## config.mk

```make
export PLATFORM = sky130hd
export DESIGN_NAME = mem_port_arbiter
export DESIGN_NICKNAME = d
export VERILOG_FILES = /design/src/rtl/mem_port_arbiter.sv
export SDC_FILE = /design/constraint.sdc
export NUM_CORES = 1
export LEC_CHECK = 0
export ABC_AREA = 1
export CORE_AREA = 2 2 204 206
export CTS_CLUSTER_DIAMETER = 30
export DETAILED_ROUTE_END_ITERATION = 8
export DIE_AREA = 0 0 206 208
export PLACE_DENSITY = 0.59
export SLEW_MARGIN = 0
export SYNTH_ARGS = -nofsm -noshare
export SYNTH_HDL_FRONTEND = slang
export SYNTH_SLANG_ARGS = --single-unit
```

## constraint.sdc

```tcl
create_clock -name clk -period 11.37 [get_ports clk]
set_input_delay 1.7055 -clock clk [delete_from_list [all_inputs] [get_ports clk]]
set_output_delay 1.7055 -clock clk [all_outputs]
set_load 0.03 [all_outputs]
```

## src/rtl/mem_port_arbiter.sv

```systemverilog
// Two-requester arbiter in front of a unified 64-bit byte-addressed memory.
// Requester 0 is the CPU datapath and requester 1 is the loader/test port.
// Each granted access runs through IDLE -> ACC [-> WR] -> RESP. Sub-word
// stores use a read-modify-write so neighbouring bytes survive. Sub-word
// loads are zero- or sign-extended to 64 bits.

module mem_port_arbiter #(
   parameter int MEM_BYTES  = 65536,
   parameter int RESET_LAST = 1
) (
   input  logic        clk,
   input  logic        rst,
   input  logic [1:0]  req,
   input  logic [63:0] r0_adr,
   input  logic [63:0] r0_wdata,
   input  logic        r0_we,
   input  logic [1:0]  r0_size,
   input  logic        r0_uns,
   input  logic [63:0] r1_adr,
   input  logic [63:0] r1_wdata,
   input  logic        r1_we,
   input  logic [1:0]  r1_size,
   input  logic        r1_uns,
   output logic [1:0]  ack,
   output logic        err,
   output logic [63:0] rdata,
   output logic        busy,
   output logic        MemRead,
   output logic        MemWrite,
   output logic [63:0] adr,
   output logic [63:0] mem_data_in,
   input  logic [63:0] mem_data_out
);

   // Highest legal start address: a full 8-byte window must fit in memory.
   localparam logic [63:0] ADR_MAX = 64'(MEM_BYTES - 8);

   typedef enum logic [1:0] {
      IDLE = 2'd0,
      ACC  = 2'd1,
      WR   = 2'd2,
      RESP = 2'd3
   } state_t;

   state_t      state;

   // Control latched at grant
   logic        last_q;
   logic        id_q;
   logic        we_q;
   logic        uns_q;
   logic        oor_q;
   logic [1:0]  sz_q;

   // Store data latched at grant
   logic [63:0] wdata_q;

   // Selected requester's view of the inputs
   logic        grant;
   logic        gnt_id;
   logic [63:0] sel_adr;
   logic [63:0] sel_wdata;
   logic        sel_we;
   logic [1:0]  sel_size;
   logic        sel_uns;
   logic        sel_oor;
   logic        sel_dbl_st;

   // Extract the low 8*2^sz bits and extend them to 64 bits. The field is
   // shifted to the top and shifted back so one arithmetic shift does the
   // sign extension for every size.
   function automatic logic [63:0] load_ext(input logic [63:0] d,
                                            input logic [1:0]  sz,
                                            input logic        uns);
      logic [6:0]         sh;
      logic [63:0]        up;
      logic signed [63:0] sup;
      sh  = 7'd64 - (7'd8 << sz);
      up  = d << sh;
      sup = up;
      if (uns)
         load_ext = up >> sh;
      else
         load_ext = sup >>> sh;
   endfunction

   // Replace the low 2^sz bytes of the current memory word with store data.
   function automatic logic [63:0] merge_bytes(input logic [63:0] old,
                                               input logic [63:0] nw,
                                               input logic [1:0]  sz);
      logic [7:0] be;
      case (sz)
         2'd0:    be = 8'h01;
         2'd1:    be = 8'h03;
         2'd2:    be = 8'h0F;
         default: be = 8'hFF;
      endcase
      merge_bytes = old;
      for (int i = 0; i < 8; i++) begin
         if (be[i])
            merge_bytes[8*i +: 8] = nw[8*i +: 8];
      end
   endfunction

   // One-hot completion pulse for the latched requester.
   function automatic logic [1:0] ack_for(input logic id);
      ack_for = id ? 2'b10 : 2'b01;
   endfunction

   assign grant = (state == IDLE) && (req != 2'b00);

   // Pick the requester: a lone request wins; a tie goes to the one not last served.
   always_comb begin
      gnt_id = req[1];
      if (req == 2'b11)
         gnt_id = ~last_q;
   end

   assign sel_adr    = gnt_id ? r1_adr   : r0_adr;
   assign sel_wdata  = gnt_id ? r1_wdata : r0_wdata;
   assign sel_we     = gnt_id ? r1_we    : r0_we;
   assign sel_size   = gnt_id ? r1_size  : r0_size;
   assign sel_uns    = gnt_id ? r1_uns   : r0_uns;
   // Unsigned 64-bit compare, so huge addresses are rejected rather than wrapping.
   assign sel_oor    = sel_adr > ADR_MAX;
   assign sel_dbl_st = sel_we && (sel_size == 2'd3);

   // Store data capture; it is only consumed after a grant, so it needs no reset.
   always_ff @(posedge clk) begin
      if (grant)
         wdata_q <= sel_wdata;
   end

   // Access sequencer with registered memory-side and requester-side outputs.
   always_ff @(posedge clk or posedge rst) begin
      if (rst) begin
         state       <= IDLE;
         last_q      <= (RESET_LAST != 0);
         id_q        <= 1'b0;
         we_q        <= 1'b0;
         uns_q       <= 1'b0;
         oor_q       <= 1'b0;
         sz_q        <= 2'd0;
         ack         <= 2'b00;
         err         <= 1'b0;
         rdata       <= '0;
         busy        <= 1'b0;
         MemRead     <= 1'b0;
         MemWrite    <= 1'b0;
         adr         <= '0;
         mem_data_in <= '0;
      end else begin
         case (state)
            IDLE: begin
               if (grant) begin
                  id_q   <= gnt_id;
                  we_q   <= sel_we;
                  sz_q   <= sel_size;
                  uns_q  <= sel_uns;
                  oor_q  <= sel_oor;
                  last_q <= gnt_id;
                  busy   <= 1'b1;
                  adr    <= sel_adr;
                  // The ACC cycle's memory strobes are decided here so they are
                  // already valid while the latched access is in ACC. A double
                  // store writes directly; everything else in range reads first.
                  MemRead     <= !sel_oor && !sel_dbl_st;
                  MemWrite    <= !sel_oor && sel_dbl_st;
                  mem_data_in <= (!sel_oor && sel_dbl_st) ? sel_wdata : '0;
                  state       <= ACC;
               end
            end

            ACC: begin
               if (oor_q) begin
                  err         <= 1'b1;
                  rdata       <= '0;
                  ack         <= ack_for(id_q);
                  adr         <= '0;
                  MemRead     <= 1'b0;
                  MemWrite    <= 1'b0;
                  mem_data_in <= '0;
                  state       <= RESP;
               end else if (!we_q) begin
                  rdata   <= load_ext(mem_data_out, sz_q, uns_q);
                  ack     <= ack_for(id_q);
                  adr     <= '0;
                  MemRead <= 1'b0;
                  state   <= RESP;
               end else if (sz_q == 2'd3) begin
                  // The full-width write completes on this edge; rdata is held.
                  ack         <= ack_for(id_q);
                  adr         <= '0;
                  MemWrite    <= 1'b0;
                  mem_data_in <= '0;
                  state       <= RESP;
               end else begin
                  // Sub-word store: merge into the word just read, write it next.
                  mem_data_in <= merge_bytes(mem_data_out, wdata_q, sz_q);
                  MemRead     <= 1'b0;
                  MemWrite    <= 1'b1;
                  state       <= WR;
               end
            end

            WR: begin
               ack         <= ack_for(id_q);
               adr         <= '0;
               MemWrite    <= 1'b0;
               mem_data_in <= '0;
               state       <= RESP;
            end

            RESP: begin
               ack   <= 2'b00;
               err   <= 1'b0;
               busy  <= 1'b0;
               state <= IDLE;
            end

            default: begin
               state <= IDLE;
            end
         endcase
      end
   end

endmodule

```

### Word level (Yosys, flattened, before mapping)

Index checks and enable logic that the tools add are counted.

| operators by class | value |
|---|---|
| shift-type cells | 4 |
| bitwise gates (word level) | 1 |
| equality and inequality tests | 14 |
| mux-type cells | 57 |
| magnitude comparators | 1 |
| $add $sub $neg | 1 |
| reductions and logical operators | 22 |

Operators by type and width:

| operator | count |
|---|---|
| two-way mux 64 bit | 14 |
| case mux 64 bit (3 select lines) | 2 |
| two-way mux 8 bit | 12 |
| > comparator 64 x 16 -> 1 bit (second input constant) | 1 |
| << shifter 64 x 7 -> 64 bit | 1 |
| right shift 64 x 7 -> 64 bit | 1 |
| >>> shifter 64 x 7 -> 64 bit | 1 |
| case mux 8 bit (3 select lines) | 1 |
| two-way mux 1 bit | 16 |
| equality test 2 bit (second input constant) | 6 |
| two-way mux 2 bit | 6 |
| AND reduction 2 bit | 5 |
| AND reduction 3 bit | 3 |
| inequality test 4 bit (second input constant) | 2 |
| case mux 2 bit (4 select lines) | 1 |
| nonzero test 2 bit | 4 |
| << shifter 4 x 2 -> 7 bit (first input constant) | 1 |
| subtractor 7 bit (first input constant) | 1 |
| case mux 1 bit (2 select lines) | 3 |
| case mux 2 bit (3 select lines) | 1 |
| nonzero test 3 bit | 2 |
| equality test 2 x 1 -> 1 bit (second input constant) | 2 |
| logical AND 1 bit | 4 |
| zero test 2 bit | 2 |
| other kinds (6) | 8 |

| word-level totals | value |
|---|---|
| output and inout port bits | 198 |
| input bits | 332 |
| logic and storage cells | 116 |
| register bits after elaboration | 271 |

### Depth between registers and ports, before layout

Gate-level depths: netlist (run 1).

| logic depth | value |
|---|---|
| depth in word-level cells | 11 |
| mapped depth | 16 |
| depth with buffers taken out | 12 |

### Least setup slack after synthesis (run 1)

Ideal clock, no wire load.

| path | value |
|---|---|
| path type | input -> register |
| start point | input req[1] |
| end point | register wdata_q[0], enable pin |
| setup time | 0.408 ns |
| stages | 5 |
| path slack | 7.514 ns |
| path buffers | 3 |
| data arrival time | 3.449 ns |
| cells stage by stage | buf_2 > buf_2 > inv_1 > a21oi_1 > clkbuf_1 |

| between the ends | value |
|---|---|
| longest elaborated chain between the ends | 2 |

Ends and longest elaborated chain:

| element | line | RTL |
|---|---|---|
| from (decl) | 13 | `input logic [1:0] req,` |
| nonzero test 2 bit | 110 | `assign grant = (state == IDLE) && (req != 2'b00);` |
| logical AND 1 bit | 110 |  |
| via grant | 59 | `logic grant;` |
| to (signal assigned) | 131 | `wdata_q <= sel_wdata;` |
| to (decl) | 56 | `logic [63:0] wdata_q;` |

The timed path passes the listed nets, and every way through them passes these cells.
A chain may end at the register's enable or synchronous reset.

### Worst setup path in the final report (run 1)

| path | value |
|---|---|
| start point | input req[0] |
| end point | register mem_data_in[9] |

| between the ends | value |
|---|---|
| longest elaborated chain between the ends | 9 |
| elaborated cells between the ends (all ways) | 18 |
| classes of those cells | order compare: 1; eq/ne: 3; mux: 8; reduce/logical: 6 |

Ends and longest elaborated chain:

| element | line | RTL |
|---|---|---|
| equality test 2 bit | 115 | `if (req == 2'b11)` |
| two-way mux 1 bit | 115 |  |
| two-way mux 64 bit or two-way mux 2 bit (tied branches) | 119, 122 |  |
| > comparator 64 x 16 -> 1 bit or equality test 2 bit (tied branches) | 125, 126 |  |
| zero test 1 bit or logical AND 1 bit (tied branches) | 169, 126 |  |
| logical AND 1 bit | 169 | `mem_data_in <= (!sel_oor && sel_dbl_st) ? sel_wdata : '0;` |
| two-way mux 64 bit | 169 |  |
| two-way mux 64 bit | 155 | `if (grant) begin` |
| case mux 64 bit (3 select lines) | 153 | `case (state)` |
| to (signal assigned) | 169 |  |
| to (signal assigned) | 199 | `mem_data_in <= merge_bytes(mem_data_out, wdata_q, sz_q);` |
| to (decl) | 31 | `output logic [63:0] mem_data_in,` |

Several ways; a longest one is shown, not always the timed one. The select of a mux whose other input is x is not followed.

==> impl_metrics.yaml, run 1 <==
status:
  outcome: "completed"
logic_synthesis:
  synthFlopType: "dfrtp_1"
  synthCells: 1826
  ys_ff_latch: 239
  synth_fa_ha_area_frac: 0.003789
  ys_async_sr_fraction: 0.8661
  ys_seq_area_frac: 0.4650
  avgSynthCellArea_um2: 7.233
  ys_warn_count: 0
  synth_edf_count: 32
  yosysUniqueCellTypes: 39
  synth_compound_area_frac: 0.1680
  synth_xor_area_frac: 0
  synth-simple-area-share: 0.2505
  syn_nets: 2162
  synth_top_family_by_area: "simple AND/OR/NAND/NOR gates"
  netlist_area_um2: 13210
  synthMuxAreaShare: 0
place:
  place_hpwl_um: 41010
  dp_cells: 2776
  place_ws_ns: 5.007
  gp_congestion: 0.9022
  io_buffers: 529
detailed_routing:
  wl_per_cell_um: 19.96
  drc_errors: 0
  num_vias: 14490
  detail-route-antenna-nets: 0
  vias_per_cell: 4.989
  drt-initial-drc-count: 1066
  firstDrtPassIters: 5
  drt_wl_total_um: 57990
clock_network:
  cts_made_buffers: 67
  post_cts_buffers: 0
  clockRootBuffer: "clkbuf_16"
  cts.path.max_buffers: 3
  clock_latency_ns: 0.58
  cts.clk_slew.worst_paths_ns: 0.04
  cts_hold_buf: 0
  ctsResizeCount: 0
  cts_sinks: 239
  htree_levels: 3
  cts_tree: "yes"
worst_setup_path:
  cpPeakStageDelay_ns: 0.83
  arrival_ns: 6.25
  critPathCaptureType: "flop"
  required_ns: 11.85
  startpoint_type: "input port"
  cp_max_fo: 101
  setup.worst_path.class: "in -> reg"
  path_cells: "clkdlybuf4s50_1 > nand2_2 > nand2_4 > clkinv_2 > buf_4 > nand2_1 > nand2_1 > nand3_1 > nor2_4 > buf_4 > nand4_1 > a21oi_1"
  ff2ff_setup_slack_ns: 6.88
  crit_slowest_cell: "buf_4"
sta:
  finalMaxSlewViolations: 0
  relSlewSlack: 0.2214
  fin_crit_sh: 0.5075
  worst_pin_slew_ns: 1.168
  rsz0062_at_grt: "no"
  final.setup.tns_ns: 0
  hold_ws_ns: 0.4889
  setup_viol: 0
  fin_ws_ns: 5.600
  hold_violations: 0
  fin_skew_ns: 0.01922
  max_freq_mhz: 173.3
  post-route-min-period_ns: 5.770
power:
  p_total_mw: 5.318
  irDropWorstVdd_v: 0.0001277
  power_density_nw_per_um2: 252.7
  p_leak_nw: 9.748
floorplanning:
  fp.dieW_um: 206
  die_h_um: 208
  initial_core_util: 0.3257
  core_um2: 40550
  dieArea_um2: 42850
  rows: 74
  io_pins: 530
global_route:
  grt_pass1_vias: 14180
  track_usage: 0.2662
  overflow: 0
  grt_start_max_net_pins: 112
  grt_pass1_wl_um: 86710
  antenna_found_initial: 9
cells_and_area:
  finalNonFillerCells: 2905
  final_cell_mix: "clkdlybuf4s50_1, nand2_1, inv_1"
  fillers: 3897
  drive_above_1_share: 0.06385
  layout_commonest_cell: "clkdlybuf4s50_1"
  final_net_count: 2649
  area_growth_pct: 59.34
hold_path:
  min_path_type: "reg -> reg"
flow_run:
  max_cap_violations: 0
## per-layer routing
layer | global-route usage | wire [um] | vias up
met5 | 0 | 10 | -
met4 | 0.1076 | 2032 | 2
met3 | 0.07002 | 4726 | 114
met2 | 0.4255 | 27390 | 585
met1 | 0.3409 | 23830 | 6873
li1 | - | - | 6920
## kinds of logic after synthesis
kind of cell             Yosys count
AND/OR/NAND/NOR                  785
buffers and inverters            376
adder cells (fa/ha/maj)            4
AO/OA/AOI/OAI                    422
flip-flops                       239
## power by group
group	total [mW]	internal (mW)	switching, mW
Combinational	2.24	0.776	1.46
Clock	1.81	1.24	0.570
Sequential	1.27	1.12	0.149
Total	5.32	3.14	2.18
## layout make-up
class                   instances  area [um^2]  share of cell area
flip-flops and latches        239         6142              0.2919
multi-input cells            1211         5645              0.2683
repair buffers                548         5438              0.2584
clock buffers                 102         1978             0.09400
inverters                     246        932.1             0.04429
well taps                     532        665.6             0.03163
clock inverters                19        224.0             0.01064
diodes                          8        20.02           0.0009512
## worst max-delay path, delay by kind of cell
family	cells	cell delay, ns
AOI/OAI and AO/OA	1	0.19
buffers and inverters	4	1.94
and+or+nand+nor	7	2.19
## cells in the mapped netlist, types with 2 or more instances
| cell | n | area [um^2] |
|---|---|---|
| a21oi_1 | 158 | 790.8 |
| a22oi_1 | 2 | 15.01 |
| a31oi_1 | 2 | 12.51 |
| buf_1 | 11 | 41.29 |
| buf_2 | 20 | 100.1 |
| buf_4 | 10 | 75.07 |
| buf_6 | 2 | 22.52 |
| clkbuf_1 | 87 | 326.6 |
| dfrtp_1 | 206 | 5155 |
| edfxtp_1 | 32 | 960.9 |
| ha_1 | 4 | 50.05 |
| inv_1 | 244 | 915.9 |
| nand2_1 | 515 | 1933 |
| nand3_1 | 87 | 435.4 |
| nand3b_1 | 6 | 45.04 |
| nand4_1 | 64 | 400.4 |
| nor2_1 | 86 | 322.8 |
| nor3_1 | 4 | 20.02 |
| nor3b_1 | 2 | 15.01 |
| o2111ai_1 | 2 | 17.52 |
| o211ai_1 | 9 | 67.56 |
| o21a_1 | 3 | 22.52 |
| o21ai_0 | 206 | 1031 |
| o21ai_1 | 5 | 25.02 |
| o221ai_1 | 3 | 26.28 |
| o22ai_1 | 26 | 162.7 |
| o31ai_1 | 3 | 22.52 |
| or2_1 | 4 | 25.02 |
| or2_2 | 13 | 81.33 |
## flip-flops by register name, indices dropped and copies added (netlist names)
| signal | count |
|---|---|
| last_q | 1 |
| state | 2 |
| ack | 2 |
| busy | 1 |
| wdata_q | 32 |
| MemWrite | 1 |
| err | 1 |
| we_q | 1 |
| sz_q | 2 |
| MemRead | 1 |
| id_q | 1 |
| oor_q | 1 |
| mem_data_in | 64 |
| adr | 64 |
| rdata | 64 |
| uns_q | 1 |
## final timing paths
check / start / endpoint / depth (start not counted)
worst min-delay path: last_q$_DFFE_PP1P_ / last_q$_DFFE_PP1P_ / 2
worst max-delay path: req[0] / mem_data_in[9]$_DFFE_PP0P_ / 12
worst min register to register: last_q$_DFFE_PP1P_ / last_q$_DFFE_PP1P_ / 2
worst max register to register: last_q$_DFFE_PP1P_ / mem_data_in[9]$_DFFE_PP0P_ / 11
min in group asynchronous: rst / adr[13]$_DFFE_PP0P_ / 2
max in group asynchronous: rst / mem_data_in[9]$_DFFE_PP0P_ / 3
## metrics by stage
step | utilization | cell area (um^2)
after global routing | 0.5189 | 21050
after detailed placement | 0.4641 | 18820
after global placement | 0.4641 | 18820
after floorplan | - | 13210
after CTS | 0.5185 | 21030
final | 0.5189 | 21050
Power figures use the tool's default switching activity.
==> run 2, diff against run 1 <==
Clock period 11.37 ns to 5.65 ns, I/O delays scaled along.
==> impl_metrics.yaml, run 2 (same netlist as run 1, synthesis figures left out) <==
status:
  outcome: "completed"
cells_and_area:
  layout_commonest_cell: "clkdlybuf4s50_1"
  area_growth_pct: 61.14
  drive_above_1_share: 0.07200
  final_net_count: 2657
  multiInputGateArea_um2: 5645
  fillers: 3924
  largestRegisters: "adr: 64 flops, mem_data_in: 64 flops, rdata: 64 flops"
  final-seq-area_um2: 6142
  final_cell_mix: "clkdlybuf4s50_1, nand2_1, inv_1"
clock_network:
  post_cts_buffers: 0
  cts_tree: "yes"
  ctsResizeCount: 0
  cts.clk_slew.worst_paths_ns: 0.04
  cts_sinks: 239
  cts.path.max_buffers: 3
  cts_hold_buf: 0
  htree_levels: 3
  clockRootBuffer: "clkbuf_16"
  clock_latency_ns: 0.56
  cts_made_buffers: 71
detailed_routing:
  firstDrtPassIters: 5
  drt-initial-drc-count: 1108
  vias_per_cell: 4.969
  drc_errors: 0
  drt_wl_total_um: 58790
  num_vias: 14460
  detail-route-antenna-nets: 0
  wl_per_cell_um: 20.20
worst_setup_path:
  setup.worst_path.class: "in -> reg"
  path_cells: "clkdlybuf4s50_1 > nand2_2 > nand2_4 > buf_4 > nand2_1 > nand2_1 > nor2_1 > nand2_1 > nor2_1 > nand2_1 > nor2_1 > nor2_4 > buf_4 > nand4_1 > a21oi_1"
  crit_top_cell: "nand2_1"
  crit_slowest_cell: "nand2_4"
  startpoint_type: "input port"
  critPathLaunch: "req[0]"
  cp_max_fo: 47
  required_ns: 6.11
  r2r-start: "last_q$_DFFE_PP1P_"
  ff2ff_setup_slack_ns: 1.69
  critPathCaptureType: "flop"
  arrival_ns: 4.69
  cpPeakStageDelay_ns: 0.59
sta:
  hold_violations: 0
  final.setup.tns_ns: 0
  rsz0062_at_grt: "no"
  post-route-min-period_ns: 4.225
  setup_viol: 0
  fin_skew_ns: 0.02524
  hold_ws_ns: 0.5044
  worst_pin_slew_ns: 1.128
  finalMaxSlewViolations: 0
  max_freq_mhz: 236.7
  relSlewSlack: 0.2463
  fin_crit_sh: 0.7477
global_route:
  grt_pass1_wl_um: 87760
  grt_pass1_vias: 14420
  antenna_found_initial: 3
  grt_start_max_net_pins: 112
  overflow: 0
  track_usage: 0.2690
power:
  p_total_mw: 10.99
  power_density_nw_per_um2: 516.5
  irDropWorstVdd_v: 0.0002925
  p_leak_nw: 9.853
floorplanning:
  core_um2: 40550
  io_pins: 530
  initial_core_util: 0.3257
  die_h_um: 208
  fp.dieW_um: 206
  rows: 74
  dieArea_um2: 42850
place:
  gp_congestion: 0.9337
  io_buffers: 529
  place_hpwl_um: 42030
flow_run:
  max_cap_violations: 0
hold_path:
  min_from: "rdata[39]$_DFFE_PP0P_"
  min_path_type: "reg -> reg"
-- run 2: cell count changes in the layout (fill, tap and decap cells not counted), sizes merged --
cell      before  now
clkinv        16   22
bufinv         2    5
buf           19   23
diode          8    3
clkinvlp       0    7
clkbuf       102   92
-- run 2: per-layer routing --
metal / global-route usage / share of wire / vias up
met5: 0 / 0 / -
met4: 0.1007 / 0.030 / 0
met3: 0.05529 / 0.068 / 92
met1: 0.3517 / 0.43 / 6882
li1: - / - / 6936
met2: 0.4367 / 0.48 / 551
-- run 2: critical path, delay by kind of cell --
family                 cells  cell delay [ns]
AND/OR/NAND/NOR           11             2.17
buffers and inverters      3             1.47
AO/OA/AOI/OAI              1             0.17
-- run 2: per-stage QoR --
step	cell area, um^2	setup slack [ns]	util	instances
floorplan	13210	2.117	-	1826
global placement	18910	0.9290	0.4664	2780
detailed placement	18910	0.8624	0.4664	2780
CTS	21280	1.443	0.5246	2907
global route	21280	1.011	0.5248	2910
finish	21280	1.425	0.5248	2910
-- run 2: area by class of cell --
cell class,count,area share
antenna,3,0.0003527
clock buffer,92,0.09430
clock inverter,35,0.01670
inverter,246,0.04368
multi-input combinational,1211,0.2653
sequential,239,0.2886
tap,532,0.03128
timing repair buffer,552,0.2598
-- run 2: where the power goes --
part | total, mW | switching [mW] | internal (mW)
clock | 3.89 | 1.18 | 2.71
sequential | 2.56 | 0.310 | 2.26
combinational | 4.54 | 2.96 | 1.58
total | 11.0 | 4.45 | 6.54
-- run 2: final timing paths --
| path | end | depth (start not counted) |
|---|---|---|
| max reg2reg | mem_data_in[55]$_DFFE_PP0P_ | 14 |
| max | mem_data_in[55]$_DFFE_PP0P_ | 15 |
| min | rdata[39]$_DFFE_PP0P_ | 2 |
| min in group asynchronous | adr[13]$_DFFE_PP0P_ | 3 |
| max in group asynchronous | mem_data_in[18]$_DFFE_PP0P_ | 4 |
| min reg2reg | rdata[39]$_DFFE_PP0P_ | 2 |
==> run 3, diff against run 2 <==
Clock period 5.65 ns to 4.32 ns, I/O delays scaled along.
==> impl_metrics.yaml, run 3 (same netlist as run 1, synthesis figures left out) <==
status:
  outcome: "completed"
sta:
  fin_skew_ns: 0.02284
  final.setup.tns_ns: 0
  finalMaxSlewViolations: 0
  fin_crit_sh: 0.7156
  relSlewSlack: 0.4063
  post-route-min-period_ns: 3.091
  max_freq_mhz: 323.5
  rsz0062_at_grt: "no"
  worst_pin_slew_ns: 0.8884
  hold_violations: 0
  setup_viol: 0
cells_and_area:
  final_net_count: 2660
  layout_commonest_cell: "clkdlybuf4s50_1"
  largestRegisters: "adr: 64 flops, mem_data_in: 64 flops, rdata: 64 flops"
  drive_above_1_share: 0.07011
  finalNonFillerCells: 2921
  area_growth_pct: 62.14
  fillers: 3875
  design_area_um2: 21410
  final_cell_mix: "clkdlybuf4s50_1, nand2_1, inv_1"
global_route:
  overflow: 0
  grt_pass1_wl_um: 88440
  track_usage: 0.2704
  grt_start_max_net_pins: 131
  grt_pass1_vias: 14400
  antenna_found_initial: 6
clock_network:
  cts_hold_buf: 0
  cts.path.max_buffers: 3
  clock_latency_ns: 0.56
  clockRootBuffer: "clkbuf_16"
  post_cts_buffers: 0
  cts.clk_slew.worst_paths_ns: 0.04
  cts_tree: "yes"
  cts_made_buffers: 71
  ctsResizeCount: 0
  htree_levels: 3
  cts_sinks: 239
floorplanning:
  fp.dieW_um: 206
  dieArea_um2: 42850
  die_h_um: 208
  io_pins: 530
  initial_core_util: 0.3257
  rows: 74
  core_um2: 40550
flow_run:
  max_cap_violations: 0
worst_setup_path:
  reg2regPathDepth: 13
  setup.worst_path.class: "in -> reg"
  startpoint_type: "input port"
  critPathCaptureType: "flop"
  cp-endpoint: "mem_data_in[10]$_DFFE_PP0P_"
  arrival_ns: 3.57
  cp_max_fo: 66
  ff2ff_setup_slack_ns: 1.31
  required_ns: 4.79
  rr_endpoint: "mem_data_in[10]$_DFFE_PP0P_"
  critPathLaunch: "req[0]"
  r2r-start: "last_q$_DFFE_PP1P_"
detailed_routing:
  drc_errors: 0
  wl_per_cell_um: 20.16
  vias_per_cell: 4.960
  detail-route-antenna-nets: 0
  drt_wl_total_um: 58900
  num_vias: 14490
  drt-initial-drc-count: 1091
  firstDrtPassIters: 5
power:
  power_density_nw_per_um2: 680.4
  irDropWorstVdd_v: 0.0003571
  p_total_mw: 14.57
  p_leak_nw: 9.900
place:
  io_buffers: 529
  placed_cell_area_um2: 18970
  gp_congestion: 0.9462
  place_hpwl_um: 41850
  dp_cells: 2783
hold_path:
  min_path_type: "in -> async"
run 3: changes by cell type in the layout (fill, tap and decap cells not counted), sizes merged:
cell	change
clkinv	-4
buf	+3
inv	-1
clkbuf	+7
bufinv	+3
clkinvlp	-1
diode	+4
run 3: report_power, final:
group | internal, mW | total, mW | switching, mW
clock | 3.73 | 5.25 | 1.52
combinational | 2.09 | 6.02 | 3.94
sequential | 2.95 | 3.30 | 0.346
run 3: critical path: stages:
cell and delay [ns]:
clkdlybuf4s50_1 0.52, nand2_2 0.11, nand2_4 0.25, inv_4 0.28
nand2_1 0.20, nand2_1 0.18, nor2_1 0.13, nand2_1 0.08
nor2_1 0.15, nand2_1 0.16, nor2_4 0.13, buf_12 0.31
nand4_1 0.15, a21oi_1 0.17
run 3: through the flow:
stage / util / setup slack, ns / hold slack (ns)
2_1_floorplan: - / 0.9866 / 0.4693
3_3_place_gp: 0.4679 / 0.6856 / 0.4795
3_5_place_dp: 0.4679 / 0.6390 / 0.4834
4_1_cts: 0.5276 / 1.217 / 0.3874
5_1_grt: 0.5279 / 0.9304 / 0.4074
6_report: 0.5280 / 1.229 / 0.4146
run 3: metal layers:
metal	global-route usage	part of all wire
met1	0.3566	0.43
met2	0.4299	0.47
met3	0.05827	0.072
met4	0.1089	0.033
met5	0	0
run 3: worst min-delay path by stage:
stage,start,end,slack (ns),cells after the start
global route,rst,mem_data_in[56]$_DFFE_PP0P_,0.41,2
finish,rst,mem_data_in[56]$_DFFE_PP0P_,0.41,2
floorplan,last_q$_DFFE_PP1P_,last_q$_DFFE_PP1P_,0.47,2
CTS,rst,mem_data_in[56]$_DFFE_PP0P_,0.39,2
global placement,busy$_DFFE_PP0P_,busy$_DFFE_PP0P_,0.48,2
detailed placement,busy$_DFFE_PP0P_,busy$_DFFE_PP0P_,0.48,2
run 3: cell type report:
type	count	area (um^2)	share of cell area
Multi-Input combinational cell	1211	5645	0.2636
Sequential cell	239	6142	0.2868
Clock buffer	99	2036	0.09506
Inverter	246	929.6	0.04341
Timing Repair Buffer	555	5590	0.2611
Tap cell	532	665.6	0.03108
Antenna cell	7	17.52	0.0008180
Clock inverter	32	387.9	0.01811
